**config.mk**
```make
export PLATFORM = sky130hd
export DESIGN_NAME = upper_imm_extractor
export DESIGN_NICKNAME = d
export VERILOG_FILES = /design/src/rtl/upper_imm_extractor.sv
export SDC_FILE = /design/constraint.sdc
export NUM_CORES = 1
export LEC_CHECK = 0
export ABC_AREA = 1
export CAP_MARGIN = 0
export CORE_MARGIN = 3
export CORE_UTILIZATION = 50
export DETAILED_ROUTE_END_ITERATION = 6
export PLACE_DENSITY_LB_ADDON = 0.08
export SETUP_SLACK_MARGIN = 0.1
export SYNTH_ARGS = -nofsm -noshare
export SYNTH_HDL_FRONTEND = slang
export SYNTH_SLANG_ARGS = --single-unit
```
**constraint.sdc**
```tcl
create_clock -name clk -period 3.15 [get_ports clk]
set_clock_uncertainty 0.05 [all_clocks]
set_input_delay 0.63 -clock clk [delete_from_list [all_inputs] [get_ports clk]]
set_output_delay 0.63 -clock clk [all_outputs]
set_load 0.01 [all_outputs]
```
**src/rtl/upper_imm_extractor.sv**
```systemverilog
// upper_imm_extractor
// Extracts a 16-bit upper immediate from a 32-bit packed word by
// logically right-shifting it SHAMT places, one bit per clock.
//
// Optional feature macro: UPPER_IMM_LOWCHK_EN
//   defined   : err reports whether any bit shifted out was nonzero
//   undefined : err is tied low and the discard accumulator is not built
//
// Handshake: out_valid is high for the whole DONE state. The result is
// transferred on a rising edge where out_valid and out_ready are both high.
// out_imm and err stay constant while out_valid is high. start is only
// looked at in IDLE. Any start seen in SHIFT or DONE is dropped, never queued.
module upper_imm_extractor #(
    parameter int SHAMT = 16
) (
    input  logic        clk,
    input  logic        rst,
    input  logic        start,
    input  logic [31:0] in_word,
    output logic        busy,
    output logic        out_valid,
    input  logic        out_ready,
    output logic [15:0] out_imm,
    output logic        err,
    output logic [1:0]  state_dbg
);

    typedef enum logic [1:0] {
        IDLE  = 2'd0,
        SHIFT = 2'd1,
        DONE  = 2'd2
    } state_t;

    // Counter value present during the final shift. The counter tops out
    // at SHAMT (at most 16), so 5 bits never wrap.
    localparam logic [4:0] LAST_CNT = 5'(SHAMT - 1);

    state_t      state_q;
    state_t      state_d;
    logic [31:0] work_q;
    logic [4:0]  cnt_q;

    // Next-state decode
    always_comb begin
        state_d = state_q;
        case (state_q)
            IDLE:    if (start)             state_d = SHIFT;
            SHIFT:   if (cnt_q == LAST_CNT) state_d = DONE;
            DONE:    if (out_ready)         state_d = IDLE;
            default:                        state_d = IDLE;
        endcase
    end

    // State register. Reset takes priority over start and out_ready.
    always_ff @(posedge clk) begin
        if (rst) state_q <= IDLE;
        else     state_q <= state_d;
    end

    // Work register and shift counter.
    // In IDLE, start captures the input word. Later changes to in_word
    // have no effect on this job.
    always_ff @(posedge clk) begin
        if (rst) begin
            work_q <= 32'h0;
            cnt_q  <= 5'd0;
        end else begin
            case (state_q)
                IDLE: begin
                    if (start) begin
                        work_q <= in_word;
                        cnt_q  <= 5'd0;
                    end
                end
                SHIFT: begin
                    work_q <= {1'b0, work_q[31:1]};
                    cnt_q  <= cnt_q + 5'd1;
                end
                default: begin
                    work_q <= work_q;
                    cnt_q  <= cnt_q;
                end
            endcase
        end
    end

`ifdef UPPER_IMM_LOWCHK_EN
    logic acc_q;

    // Accumulate every bit that falls off the bottom of the work register
    always_ff @(posedge clk) begin
        if (rst) begin
            acc_q <= 1'b0;
        end else begin
            case (state_q)
                IDLE:    if (start) acc_q <= 1'b0;
                SHIFT:   acc_q <= acc_q | work_q[0];
                default: acc_q <= acc_q;
            endcase
        end
    end

    assign err = acc_q;
`else
    assign err = 1'b0;
`endif

    assign busy      = (state_q == SHIFT);
    assign out_valid = (state_q == DONE);
    assign out_imm   = work_q[15:0];
    assign state_dbg = state_q;

endmodule
```
== Word-level counts from Yosys, hierarchy flattened ==
Cells that the tools add are included.

* Flip-flop bits (word level): 39
* Output and inout bits: 21
* Word-level logic and storage cells: 22

* Eq/ne operators: 6
* Mux-type cells: 8
* Add/sub/neg operators: 1
* Reduce and logical (&&, ||, !) cells: 4

{| class="wikitable"
|+ Operators with widths
! kind !! count
|-
| 32-bit one-hot mux with 2 select lines || 1
|-
| 32-bit two-way mux || 1
|-
| 5-bit one-hot mux with 2 select lines || 1
|-
| 2-bit two-way mux || 3
|-
| 2-bit one-hot mux with 3 select lines || 1
|-
| 5-bit by 1-bit adder with 5-bit output (second input constant) || 1
|-
| 5-bit by 4-bit == test with 1-bit output (second input constant) || 1
|-
| 5-bit two-way mux || 1
|-
| 2-bit by 1-bit inequality test with 1-bit output (second input constant) || 2
|-
| 3-bit AND reduction || 1
|-
| 2-bit by 1-bit == test with 1-bit output (second input constant) || 1
|-
| 2-bit == test (second input constant) || 1
|-
| 2-bit zero test || 1
|-
| 2-bit inequality test (second input constant) || 1
|-
| 2-bit AND reduction || 1
|-
| 2-bit nonzero test || 1
|}

== Depth between registers and ports, before layout ==
Gate-level depths: netlist of the first run.

* Depth after elaboration: 3
* Gate-level depth with buffers: 7
* Depth with buffers taken out: 7

== Worst setup path after synthesis of the first run ==
No wires, ideal clock.

* Path type: reg-to-output
* From: register state_q[0] (netlist: state_dbg[0])
* To: output port busy
* Arrival time: 0.874 ns
* Stages on the path, launching flop included: 4
* Data required time: 2.470 ns
* Path slack: 1.596 ns
* Buffers on the path: 1
* Cell sequence: dfxtp_1 -> inv_2 -> nor2_4 -> buf_4

* Longest elaborated chain between the ends: 1

{| class="wikitable"
|+ Ends and longest elaborated chain
! element !! RTL line !! RTL
|-
| start: declaration || 38 || <nowiki>state_t state_q;</nowiki>
|-
| start signal: assignment || 57 || <nowiki>else state_q <= state_d;</nowiki>
|-
| 2-bit by 1-bit == test with 1-bit output || 108 || <nowiki>assign busy = (state_q == SHIFT);</nowiki>
|-
| end: declaration || 20 || <nowiki>output logic busy,</nowiki>
|}

Every way passes these cells.

== Worst setup path in the final report of the first run ==
* From: register state_q[1] (netlist: state_dbg[1])
* To: output port out_valid

* Longest elaborated chain between the ends: 1

{| class="wikitable"
|+ Ends and longest elaborated chain
! element !! RTL line !! RTL
|-
| 2-bit == test || 109 || <nowiki>assign out_valid = (state_q == DONE);</nowiki>
|-
| end: declaration || 21 || <nowiki>output logic out_valid,</nowiki>
|}

Every way passes these cells.

==> impl_metrics.json, run 1 <==
{
  "ctsHoldBuffers": 0,
  "dp_slack_ps": 935,
  "synth_area_leaders": "dfxtp_1, nand3_1, nand2_1, buf_4, a31oi_1",
  "arrival_ps": 1470,
  "setup_viol": 0,
  "powerDensity_mw_per_mm2": 480,
  "wl_per_cell_um": 13.6,
  "start_util_pct": 54.9,
  "antenna_found_initial": 0,
  "peakVddDrop_mv": 0.269,
  "cts_made_buffers": 5,
  "fin_area_mm2": 0.00246,
  "reg2reg_depth": 6,
  "port-buffer-count": 55,
  "timing.rr.start": "state_dbg[1]",
  "drive_above_1_share_pct": 6.02,
  "cp_max_fo": 5,
  "route.detailed.drc": 0,
  "drtIter0Drc": 140,
  "hp-start": "work_q[20]",
  "dp_hpwl_um": 2910,
  "r2r_setup_slack_ps": 1480,
  "io_pins": 57,
  "via_count": 1838,
  "power.internal_mw": 0.880,
  "holdPathStages": 2,
  "area_delta_synth_final_pct": 27.1,
  "crit_path_end_kind": "output port",
  "avgViaCountPerCell": 5.33,
  "placed_area_mm2": 0.00234,
  "grt.overflow.total": 0,
  "globalplace.congestion": 0.778,
  "fin_crit_ps": 2150,
  "grt_pass1_vias": 1650,
  "maxCapViolations": 0,
  "nets": 336,
  "antennaDiodeCount": 0,
  "rsz0062_at_grt": "no",
  "fmax_mhz": 466,
  "crit_chain": "nand2_1 > inv_1 > clkdlybuf4s50_1",
  "std_cell_rows": 21,
  "die_y_um": 68.2,
  "wl_um": 4710,
  "seq_area_frac_synth_pct": 40.4,
  "status": "finished, final reports clean",
  "report.final.slew_viol_count": 0,
  "clk_pin_slew_ps": 80,
  "path_buf_inv": 2,
  "required_ps": 2470,
  "max_stage_delay_ps": 520,
  "dieArea_mm2": 0.00465,
  "r2r-end": "cnt_q[3]",
  "clk_latency_ps": 290,
  "cts_resized": 0,
  "root_buffer": "clkbuf_8",
  "max-clock-path-buffers": 2,
  "cts_tree": "yes",
  "coreArea_mm2": 0.00352,
  "finalHoldViolCount": 0,
  "drt.antenna.violating_nets": 0,
  "synth_top_area_cell": "dfxtp_1",
  "seq_power_share_pct": 46.0,
  "max_slew_margin_pct": 53.9,
  "syn_avg_cell_area_um2": 7.19,
  "switchingPower_mw": 0.302,
  "grt_pass1_wl_um": 7750,
  "path_delay_family": "buffers and inverters",
  "sw_frac_of_total_pct": 25.5,
  "first_pass_iters": 5,
  "synthCells": 269,
  "combPwrFrac_pct": 17.1,
  "fill_cells": 319,
  "worst_setup_path_start_kind": "flip-flop",
  "cts_setup_buffers": 0,
  "layout_setup_ws_ps": 1000,
  "cts_max_level": 2,
  "path_class": "reg2out",
  "cts.sinks": 39,
  "ys_types": 20,
  "pwr-share-clk_pct": 36.8,
  "hold_class": "reg2reg",
  "grt_usage_pct": 22.0,
  "yosysWarnings": 0,
  "tightest_slew_ps": 689,
  "synth_nets": 307,
  "syn-cell-area_mm2": 0.00193,
  "ys_ff_latch": 39,
  "cp_slowest_cell": "clkdlybuf4s50_1",
  "fin_crit_sh_pct": 68.1,
  "leakage_nw": 0.968,
  "hold_path_end": "work_q[19]",
  "tns_ps": 0,
  "grt_max_degree": 38,
  "die_w_um": 68.2,
  "yosysTopAreaCellShare_pct": 40.4
}
## how the worst max path moves through the flow
| stage | start | cells after the start | endpoint | slack, ps |
|---|---|---|---|---|
| after CTS | state_dbg[1] | 3 | out_valid | 1000 |
| after floorplan | state_dbg[0] | 3 | busy | 1600 |
| after global placement | start | 6 | cnt_q[3] | 970 |
| final | state_dbg[1] | 3 | out_valid | 1000 |
| after detailed placement | start | 6 | cnt_q[3] | 930 |
| after global routing | state_dbg[1] | 3 | out_valid | 940 |
## cells by family after synthesis
logic type      share of synthesized area [%]
simple gates                             32.5
buf+inv                                  15.8
other cells                             0.194
compound gates                           9.83
fa+ha+maj                                1.29
flops                                    40.4
## sequential cells by signal (all words and copies together) (netlist names)
name	cells
work_q	32
state_dbg	2
cnt_q	5
## synth_stat cells (all sizes together)
cell and n:
nor2 12, conb 1, a21oi 4, a31oi 22, buf 30, nand3 75, ha 2, o21ai 5
clkbuf 7, nand2 50, dfxtp 39, inv 20, o21a 1, nor3 1
## power groups by stage
stage	sequential (mW)	combinational, mW	clock [mW]
6_report	0.544	0.202	0.435
5_1_grt	0.547	0.224	0.460
4_1_cts	0.543	0.204	0.439
3_5_place_dp	0.554	0.202	0
3_3_place_gp	0.555	0.201	0
2_1_floorplan	0.550	0.131	0
## through the flow
step / hold slack (ps) / utilization, % / power (mW) / instances
2_1_floorplan: 398 / - / 0.681 / 269
3_3_place_gp: 423 / 66.5 / 0.756 / 337
3_5_place_dp: 426 / 66.5 / 0.757 / 337
4_1_cts: 438 / 69.8 / 1.19 / 345
5_1_grt: 461 / 69.8 / 1.23 / 345
6_report: 441 / 69.8 / 1.18 / 345
## metal layers
layer  vias up  global-route usage [%]  routed length, µm
met3         6                    3.94                291
met4         0                    7.44                 51
met5         -                       0                  0
li1        945                       -                  -
met1       818                    29.9               2240
met2        69                    35.0               2130
## area by class of cell
| type | count | area, µm² | area share (%) |
|---|---|---|---|
| inverters | 20 | 75.1 | 3.05 |
| clock buffers | 6 | 82.6 | 3.36 |
| well taps | 46 | 57.6 | 2.34 |
| multi-input cells | 173 | 847 | 34.5 |
| clock inverters | 2 | 35.0 | 1.42 |
| repair buffers | 59 | 581 | 23.6 |
| flip-flops and latches | 39 | 781 | 31.8 |
## cells in the final DEF (no fill, tap or decap)
master,netlist,routed
a21oi_1,4,4
a31oi_1,22,22
buf_4,22,4
bufinv_16,0,1
clkbuf_8,0,6
clkdlybuf4s50_1,0,55
clkinv_2,0,1
conb_1,1,1
dfxtp_1,39,39
ha_1,2,2
inv_1,18,18
inv_2,2,2
nand2_1,48,48
nand2_2,2,2
nand3_1,75,75
nor2_1,10,10
nor2_2,1,1
nor2_4,1,1
nor3_1,1,1
o21a_1,1,1
o21ai_0,4,4
o21ai_1,1,1
## worst min-delay path: stages, from the launching register on
cell and delay, ps:
dfxtp_1 320, nand2_1 60, a31oi_1 70
Note: power is estimated with default switching activity, not from simulation.
==> run 2: changes to the inputs <==
--- a/config.mk
+++ b/config.mk
@@ -8,7 +8,7 @@
 export ABC_AREA = 1
 export CAP_MARGIN = 0
 export CORE_MARGIN = 3
-export CORE_UTILIZATION = 50
+export CORE_UTILIZATION = 47
 export DETAILED_ROUTE_END_ITERATION = 6
 export PLACE_DENSITY_LB_ADDON = 0.08
 export SETUP_SLACK_MARGIN = 0.1
==> constraint.sdc (replaced) <==
create_clock -name clk -period 2 [get_ports clk]
set_clock_uncertainty 0.05 [all_clocks]
set_input_delay 0.4 -clock clk [delete_from_list [all_inputs] [get_ports clk]]
set_output_delay 0.4 -clock clk [all_outputs]
set_load 0.01 [all_outputs]
==> run 2 against run 1 <==
  * Via count up 2.0%
  * First-iteration DRC count up 14%
  * Die area up 5.8%
  * Sequential cell count unchanged
  * Clock power up 51%
  * Worst setup slack worse by 830 ps
  * Power up 56%
  * Core utilization down 3.9 points
  * Critical endpoint unchanged
==> impl_metrics.json, run 2 (synthesis results as in run 1) <==
{
  "dp.cells": 342,
  "max-clock-path-buffers": 2,
  "grt_usage_pct": 19.7,
  "root_buffer": "clkbuf_8",
  "area_delta_synth_final_pct": 29.6,
  "drive_above_1_share_pct": 7.62,
  "timing.rr.start": "state_dbg[0]",
  "leakage_nw": 0.990,
  "crit_path_end": "out_valid",
  "cts_setup_buffers": 0,
  "report.final.slew_viol_count": 0,
  "nets": 339,
  "path_class": "reg2out",
  "r2r_setup_slack_ps": 640,
  "rsz0062_at_grt": "no",
  "r2r-end": "cnt_q[3]",
  "route.detailed.drc": 0,
  "critPathLaunch": "state_dbg[1]",
  "clk_pin_slew_ps": 80,
  "fmax_mhz": 548,
  "worst_setup_path_start_kind": "flip-flop",
  "hold_class": "reg2reg",
  "cp_max_fo": 5,
  "first_pass_iters": 4,
  "die_w_um": 70.2,
  "final_util_pct": 66.0,
  "finalHoldViolCount": 0,
  "layout_common_cells": "nand3_1, clkdlybuf4s50_1, nand2_1, dfxtp_1, a31oi_1",
  "wl_per_cell_um": 13.5,
  "grt.overflow.total": 0,
  "required_ps": 1550,
  "fin_cells": 350,
  "grt_pass1_vias": 1785,
  "antenna_found_initial": 0,
  "io_pins": 57,
  "setup_viol": 0,
  "die_y_um": 70.2,
  "largest_register_ff_count": 32,
  "ctsHoldBuffers": 0,
  "peakVddDrop_mv": 0.503,
  "powerDensity_mw_per_mm2": 737,
  "tns_ps": 0,
  "fin_crit_sh_pct": 91.2,
  "final_common_cell": "nand3_1",
  "globalplace.congestion": 0.771,
  "drt.antenna.violating_nets": 0,
  "maxCapViolations": 0,
  "cts_made_buffers": 5,
  "antennaDiodeCount": 0,
  "start_util_pct": 50.9,
  "coreArea_mm2": 0.00380,
  "cts_max_level": 2,
  "avgViaCountPerCell": 5.36,
  "status": "finished, final reports clean",
  "fin_crit_ps": 1820,
  "port-buffer-count": 55,
  "cts_tree": "yes",
  "dieArea_mm2": 0.00492,
  "grt_max_degree": 38,
  "reg2reg_depth": 6,
  "crit_path_end_kind": "output port",
  "cts.sinks": 39,
  "drtIter0Drc": 160,
  "grt_pass1_wl_um": 7970,
  "top_register": "work_q",
  "via_count": 1875,
  "wl_um": 4720,
  "arrival_ps": 1370,
  "std_cell_rows": 22,
  "clk_latency_ps": 300,
  "dp_hpwl_um": 3010
}
run 2: cell types whose count changed in the layout (fill, tap and decap cells not counted):
| cell | previous run | this run |
|---|---|---|
| dfxtp_2 | 0 | 2 |
| dfxtp_1 | 39 | 37 |
| clkbuf_8 | 6 | 5 |
| buf_4 | 4 | 5 |
| clkinv_4 | 0 | 1 |
| buf_12 | 0 | 2 |
run 2: metrics by stage:
stage / area [µm²] / setup slack (ps) / total power [mW] / hold slack [ps]
detailed placement: 2390 / 309 / 1.21 / 422
global route: 2510 / 103 / 1.92 / 470
finish: 2510 / 175 / 1.85 / 434
floorplan: 1930 / 676 / 1.07 / 398
CTS: 2500 / 103 / 1.86 / 436
global placement: 2390 / 334 / 1.20 / 422
run 2: how the worst min path moves through the flow:
stage               start          to  slack, ps  cells past startpoint
3_5_place_dp   work_q[31]  work_q[31]        420                      2
6_report       work_q[31]  work_q[31]        430                      2
3_3_place_gp   work_q[31]  work_q[31]        420                      2
5_1_grt         work_q[0]   work_q[0]        470                      2
4_1_cts        work_q[31]  work_q[31]        440                      2
2_1_floorplan    cnt_q[0]    cnt_q[0]        400                      1
run 2: worst max-delay path, cell delays in order (launching register included):
cell and delay [ps]:
dfxtp_2 410, nand2_1 90, inv_1 50, clkdlybuf4s50_1 530
run 2: final cells by class:
class,count,area (µm²)
fill,368,1290
multi-input combinational,173,847
sequential,39,783
timing repair buffer,62,628
inverter,20,75.1
clock buffer,5,68.8
tap,48,60.1
clock inverter,3,43.8
run 2: metal layers:
layer	global-route usage, %	share of wire (%)	vias to the layer above	wire length [µm]
met1	25.0	47	859	2190
met3	5.47	6.4	5	301
li1	-	-	954	-
met4	7.23	1.1	0	53
met5	0	0	-	0
met2	31.8	46	57	2170
run 2: repair_timing:
action                     CTS  global route
resized for setup            1             1
setup endpoints to repair    1             2
pin swaps                    0             0
run 2: power breakdown:
part           total [mW]  switching (mW)  leakage, nW  internal (mW)
sequential          0.857          0.0335        0.321          0.824
combinational       0.333           0.163        0.611          0.170
clock               0.658           0.287       0.0581          0.371
==> run 3: changes to the inputs <==
--- a/config.mk
+++ b/config.mk
@@ -8,10 +8,11 @@
 export ABC_AREA = 1
 export CAP_MARGIN = 0
 export CORE_MARGIN = 3
-export CORE_UTILIZATION = 47
+export CORE_UTILIZATION = 50
 export DETAILED_ROUTE_END_ITERATION = 6
 export PLACE_DENSITY_LB_ADDON = 0.08
 export SETUP_SLACK_MARGIN = 0.1
 export SYNTH_ARGS = -nofsm -noshare
 export SYNTH_HDL_FRONTEND = slang
 export SYNTH_SLANG_ARGS = --single-unit
+export TNS_END_PERCENT = 10
==> constraint.sdc (replaced) <==
create_clock -name clk -period 2.18 [get_ports clk]
set_clock_uncertainty 0.05 [all_clocks]
set_input_delay 0.436 -clock clk [delete_from_list [all_inputs] [get_ports clk]]
set_output_delay 0.436 -clock clk [all_outputs]
set_load 0.01 [all_outputs]
==> run 3 against run 2 <==
  * Via count is 1.1% lower
  * Power is 16% lower
  * Cell count is 0.57% lower
  * Register-to-register slack better by 30 ps
  * Largest power group unchanged
  * Clock-buffer cell count stayed put
  * Global-route usage is 1.1 points higher
  * Die area is 5.5% lower
  * Highest routed layer unchanged
  * Clock power is 29% lower
  * Hold slack better by 5.4 ps
==> impl_metrics.json, run 3 (synthesis results as in run 1) <==
{
  "cp_max_fo": 5,
  "tns_ps": 0,
  "clk_latency_ps": 280,
  "top_register": "work_q",
  "peakVddDrop_mv": 0.460,
  "cp_slowest_cell": "clkdlybuf4s50_1",
  "power.internal_mw": 1.13,
  "path_buf_inv": 2,
  "port-buffer-count": 55,
  "seq_power_share_pct": 50.6,
  "clk_pin_slew_ps": 70,
  "nets": 339,
  "cts.sinks": 39,
  "io_pins": 57,
  "r2r-end": "work_q[24]",
  "dieArea_mm2": 0.00465,
  "regArea_um2": 781,
  "arrival_ps": 1430,
  "cts_setup_buffers": 0,
  "cts_resized": 0,
  "path_class": "reg2out",
  "area_delta_synth_final_pct": 27.2,
  "timing.rr.start": "state_dbg[1]",
  "combPwrFrac_pct": 19.4,
  "fin_crit_ps": 1920,
  "p_total_mw": 1.55,
  "cts_tree": "yes",
  "leakage_nw": 0.974,
  "max_stage_delay_ps": 520,
  "rsz0062_at_grt": "no",
  "hold_path_end": "cnt_q[0]",
  "placed_area_mm2": 0.00238,
  "crit_chain": "nand2_1 > inv_1 > clkdlybuf4s50_1",
  "die_w_um": 68.2,
  "holdWs_ps": 440,
  "antennaDiodeCount": 0,
  "r2r_setup_slack_ps": 670,
  "std_cell_rows": 21,
  "crit_path_end_kind": "output port",
  "largest_register_ff_count": 32,
  "root_buffer": "clkbuf_8",
  "fin_area_mm2": 0.00246,
  "grt_usage_pct": 20.8,
  "finalHoldViolCount": 0,
  "max-clock-path-buffers": 2,
  "wl_um": 4730,
  "start_util_pct": 54.9,
  "grt_pass1_wl_um": 7490,
  "globalplace.congestion": 0.769,
  "hp-start": "cnt_q[0]",
  "fmax_mhz": 522,
  "drive_above_1_share_pct": 6.95,
  "drt.antenna.violating_nets": 0,
  "cts_max_level": 2,
  "maxCapViolations": 0,
  "ctsHoldBuffers": 0,
  "coreArea_mm2": 0.00352,
  "sw_frac_of_total_pct": 27.4,
  "cts_made_buffers": 5,
  "die_y_um": 68.2,
  "dp_hpwl_um": 3120,
  "fill_cells": 323,
  "antenna_found_initial": 0,
  "via_count": 1855,
  "fin_crit_sh_pct": 87.9,
  "layout_common_cells": "nand3_1, clkdlybuf4s50_1, nand2_1, dfxtp_1, a31oi_1",
  "switchingPower_mw": 0.426,
  "worst_setup_path_start_kind": "flip-flop",
  "final_util_pct": 69.9,
  "pwr-share-clk_pct": 30.0,
  "drtIter0Drc": 168,
  "grt_max_degree": 37,
  "grt.overflow.total": 0,
  "multiInputGateArea_um2": 847,
  "route.detailed.drc": 0,
  "required_ps": 1690,
  "final_common_cell": "nand3_1",
  "avgViaCountPerCell": 5.33,
  "hold_class": "reg2reg",
  "status": "finished, final reports clean",
  "path_delay_family": "buffers and inverters",
  "reg2reg_depth": 5,
  "report.final.slew_viol_count": 0,
  "wl_per_cell_um": 13.6,
  "grt_pass1_vias": 1689,
  "holdPathStages": 1,
  "powerDensity_mw_per_mm2": 632,
  "first_pass_iters": 4,
  "setup_viol": 0
}
[run 3: changes by cell type in the layout (fill, tap and decap cells not counted), sizes merged]
cell    before  now
bufinv       1    0
clkinv       2    3
[run 3: stage by stage]
step / worst slack (ps) / instances
5_1_grt: 174 / 348
4_1_cts: 246 / 348
3_5_place_dp: 363 / 340
6_report: 264 / 348
2_1_floorplan: 820 / 269
3_3_place_gp: 389 / 340
[run 3: metal layers]
metal  track usage (%)  vias up  part of all wire [%]
met5                 0        -                     0
met1              27.0      842                    45
li1                  -      948                     -
met2              35.5       63                    48
met4              3.72        0                  0.21
met3              4.60        2                   6.9
[run 3: power by group through the flow]
stage                     clock (mW)  sequential (mW)  combinational (mW)
after floorplan                    0            0.795               0.190
after global placement             0            0.801               0.299
after detailed placement           0            0.801               0.302
after CTS                      0.474            0.786               0.304
after global routing           0.504            0.791               0.330
final                          0.466            0.786               0.302
[run 3: worst max path at each step]
stage                     depth (start not counted)  slack, ps         end         start
after detailed placement                          5        360  work_q[23]         start
after global placement                            5        390  work_q[18]         start
final                                             3        260   out_valid  state_dbg[1]
after global routing                              3        170   out_valid  state_dbg[1]
after CTS                                         3        250   out_valid  state_dbg[1]
after floorplan                                   3        820        busy  state_dbg[0]
[run 3: final cells by class]
class | instances | area share [%]
repair buffers | 62 | 25.0
flip-flops and latches | 39 | 31.7
well taps | 46 | 2.34
multi-input cells | 173 | 34.4
clock buffers | 5 | 2.80
inverters | 20 | 3.05
clock inverters | 3 | 0.610
==> RTL change (config.mk and constraints of run 2) <==
Build with the macro `UPPER_IMM_LOWCHK_EN` defined.
--- a/src/rtl/upper_imm_extractor.sv
+++ b/src/rtl/upper_imm_extractor.sv
@@ -10,6 +10,8 @@
 // transferred on a rising edge where out_valid and out_ready are both high.
 // out_imm and err stay constant while out_valid is high. start is only
 // looked at in IDLE. Any start seen in SHIFT or DONE is dropped, never queued.
+`define UPPER_IMM_LOWCHK_EN
+
 module upper_imm_extractor #(
     parameter int SHAMT = 16
 ) (
Formal check against the unedited RTL: not equivalent (a bounded check fails within 4 cycles, from zero or initial values and one cycle with rst high).
==> RTL change against run 2 <==
Design area up 8.7%; via count grew 8.4%; total power increased by 5.9%; sequential share of layout area shrank 1.8 points; global-route usage hardly changed; sequential power grew 2.5%; synthesized area is 8.4% higher; worst setup slack better by 0.14 ns; synthesized cell count is 25% higher; routed wire length increased by 3.3%; core utilization is 0.21 points lower; sequential cell count rose by 1.
==> RTL change: results (changes against run 2) <==
[layout]
largest_register_ffs = 32  ; unchanged
final_common_cell = nand2_1
num_antenna_cells = 0  ; unchanged
final_nets = 410  ; +21%
fin_cells = 423  ; +21%
drive_gt1_share_pct = 6.17  ; -1.4 points
n_fill_cell = 384  ; +4.3%
top_register = work_q

[routing]
via_per_inst = 4.81  ; -10%
first_pass_iters = 4  ; unchanged
dr_wl_met3_um = 215  ; -29%
dr_wl_met2_um = 2260  ; +4.3%
drt-initial-drc-count = 104  ; -35%
met1_length_um = 2330  ; +6.2%
routed_wl_um = 4870  ; +3.3%
topRoutingLayerUsed = met4

[synth]
syn-num-nets = 373  ; +21%
ys_seq_area_share_pct = 38.2  ; -2.2 points
yosys-top-cells-count = nand2_1, nor2_1, nand3_1
synth.distinct_cells = 16  ; -20%
synth_compound_area_share_pct = 2.98  ; -6.8 points
yosysWarnings = 0  ; unchanged
synthCells = 335  ; +25%
synthMuxAreaShare_pct = 0  ; unchanged
synthAdderAreaFrac_pct = 1.19  ; -0.10 points
synth_xor_area_share_pct = 0  ; unchanged
synthTopCellsByArea = dfxtp_1, nand2_1, nor2_1, nand3_1, inv_1
async_flop_share_pct = 0  ; unchanged

[setup_path]
reg2reg_from = cnt_q[0]$_SDFFE_PP0P_
arrival_ns = 1.23  ; -0.14 ns
critPathSlowestCell = clkdlybuf4s50_1
crit_family = buffers and inverters
critPathMaxFanout = 3  ; -2
critPathLaunch = work_q[14]$_SDFFE_PP0P_
crit_path_max_incr_delay_ns = 0.56  ; +0.03 ns

[global_route]
grtUsageTotal_pct = 19.7  ; -0.040 points
grt_max_degree = 39  ; +2.6%
grt_use_met1_pct = 25.0  ; -0.087 points
antenna_found_initial = 0  ; unchanged
grt_pass1_vias = 1815  ; +1.7%
grt_pass1_wl_um = 8180  ; +2.6%
grt_util_met3_pct = 3.86  ; -1.6 points
grt_use_met2_pct = 33.3  ; +1.5 points

[min_path]
worstHoldStart = cnt_q[4]$_SDFFE_PP0P_
min_path_type = reg -> reg

[cts]
htreeDepth = 2  ; unchanged
clk_latency_ns = 0.29
path_clk_slew_ns = 0.07
cts_setup_buffers = 0  ; unchanged
cts_max_path_buffers = 2  ; unchanged
numCtsBuffers = 5  ; unchanged

[pwr]
leakage_nw = 1.26  ; +27%
p_sw_share_pct = 25.2  ; -1.0 points
ir_worst_vdd_uv = 337  ; -33%

[place]
preCtsSetupSlack_ns = 0.267  ; -0.0419 ns
dpl.hpwl_um = 3300  ; +9.7%
gp_congestion = 0.796  ; +3.3%
port-buffer-count = 56  ; +1.8%

[sta]
worst_pin_slew_ns = 0.389

[status]
status = finished, final reports clean

[RTL change: stage by stage]
| step | hold WS (ns) | cell area (µm²) |
|---|---|---|
| after global routing | 0.488 | 2730 |
| after global placement | 0.413 | 2590 |
| after detailed placement | 0.432 | 2590 |
| after CTS | 0.442 | 2720 |
| after floorplan | 0.398 | 2100 |
| final | 0.444 | 2730 |
[RTL change: area by class of cell]
class	instances	area, µm²	share of cell area [%]
Clock buffer	7	96.3	3.54
Clock inverter	1	30.0	1.10
Inverter	40	150	5.51
Multi-Input combinational cell	220	937	34.4
Sequential cell	40	803	29.5
Tap cell	50	62.6	2.30
Timing Repair Buffer	65	646	23.7
[RTL change: path summary, 6_finish.rpt]
path | depth (start not counted) | end | slack, ns
worst max-delay path | 1 | out_imm[14] | 0.32
worst min-delay path | 2 | cnt_q[4]$_SDFFE_PP0P_ | 0.44
worst max register to register | 6 | cnt_q[4]$_SDFFE_PP0P_ | 0.54
worst min register to register | 2 | cnt_q[4]$_SDFFE_PP0P_ | 0.44
[RTL change: cell families after synthesis]
group                      count (synthesis)
and+or+nand+nor                          206
buffers and inverters                     75
DFF                                       40
AOI/OAI and AO/OA                         12
adders and majority gates                  2
[RTL change: what timing repair did]
action | 4_1_cts | 5_1_grt
resized for setup | 2 | 2
hold buffers | 0 | 0
pin swaps | 0 | 0
endpoints found under the setup margin | 2 | 2
[RTL change: power by group through the flow]
stage	registers (W)	clock network, W	logic (W)
2_1_floorplan	0.000887	0	0.000228
3_3_place_gp	0.000894	0	0.000363
3_5_place_dp	0.000895	0	0.000367
4_1_cts	0.000877	0.000731	0.000369
5_1_grt	0.000884	0.000764	0.000406
6_report	0.000878	0.000717	0.000364
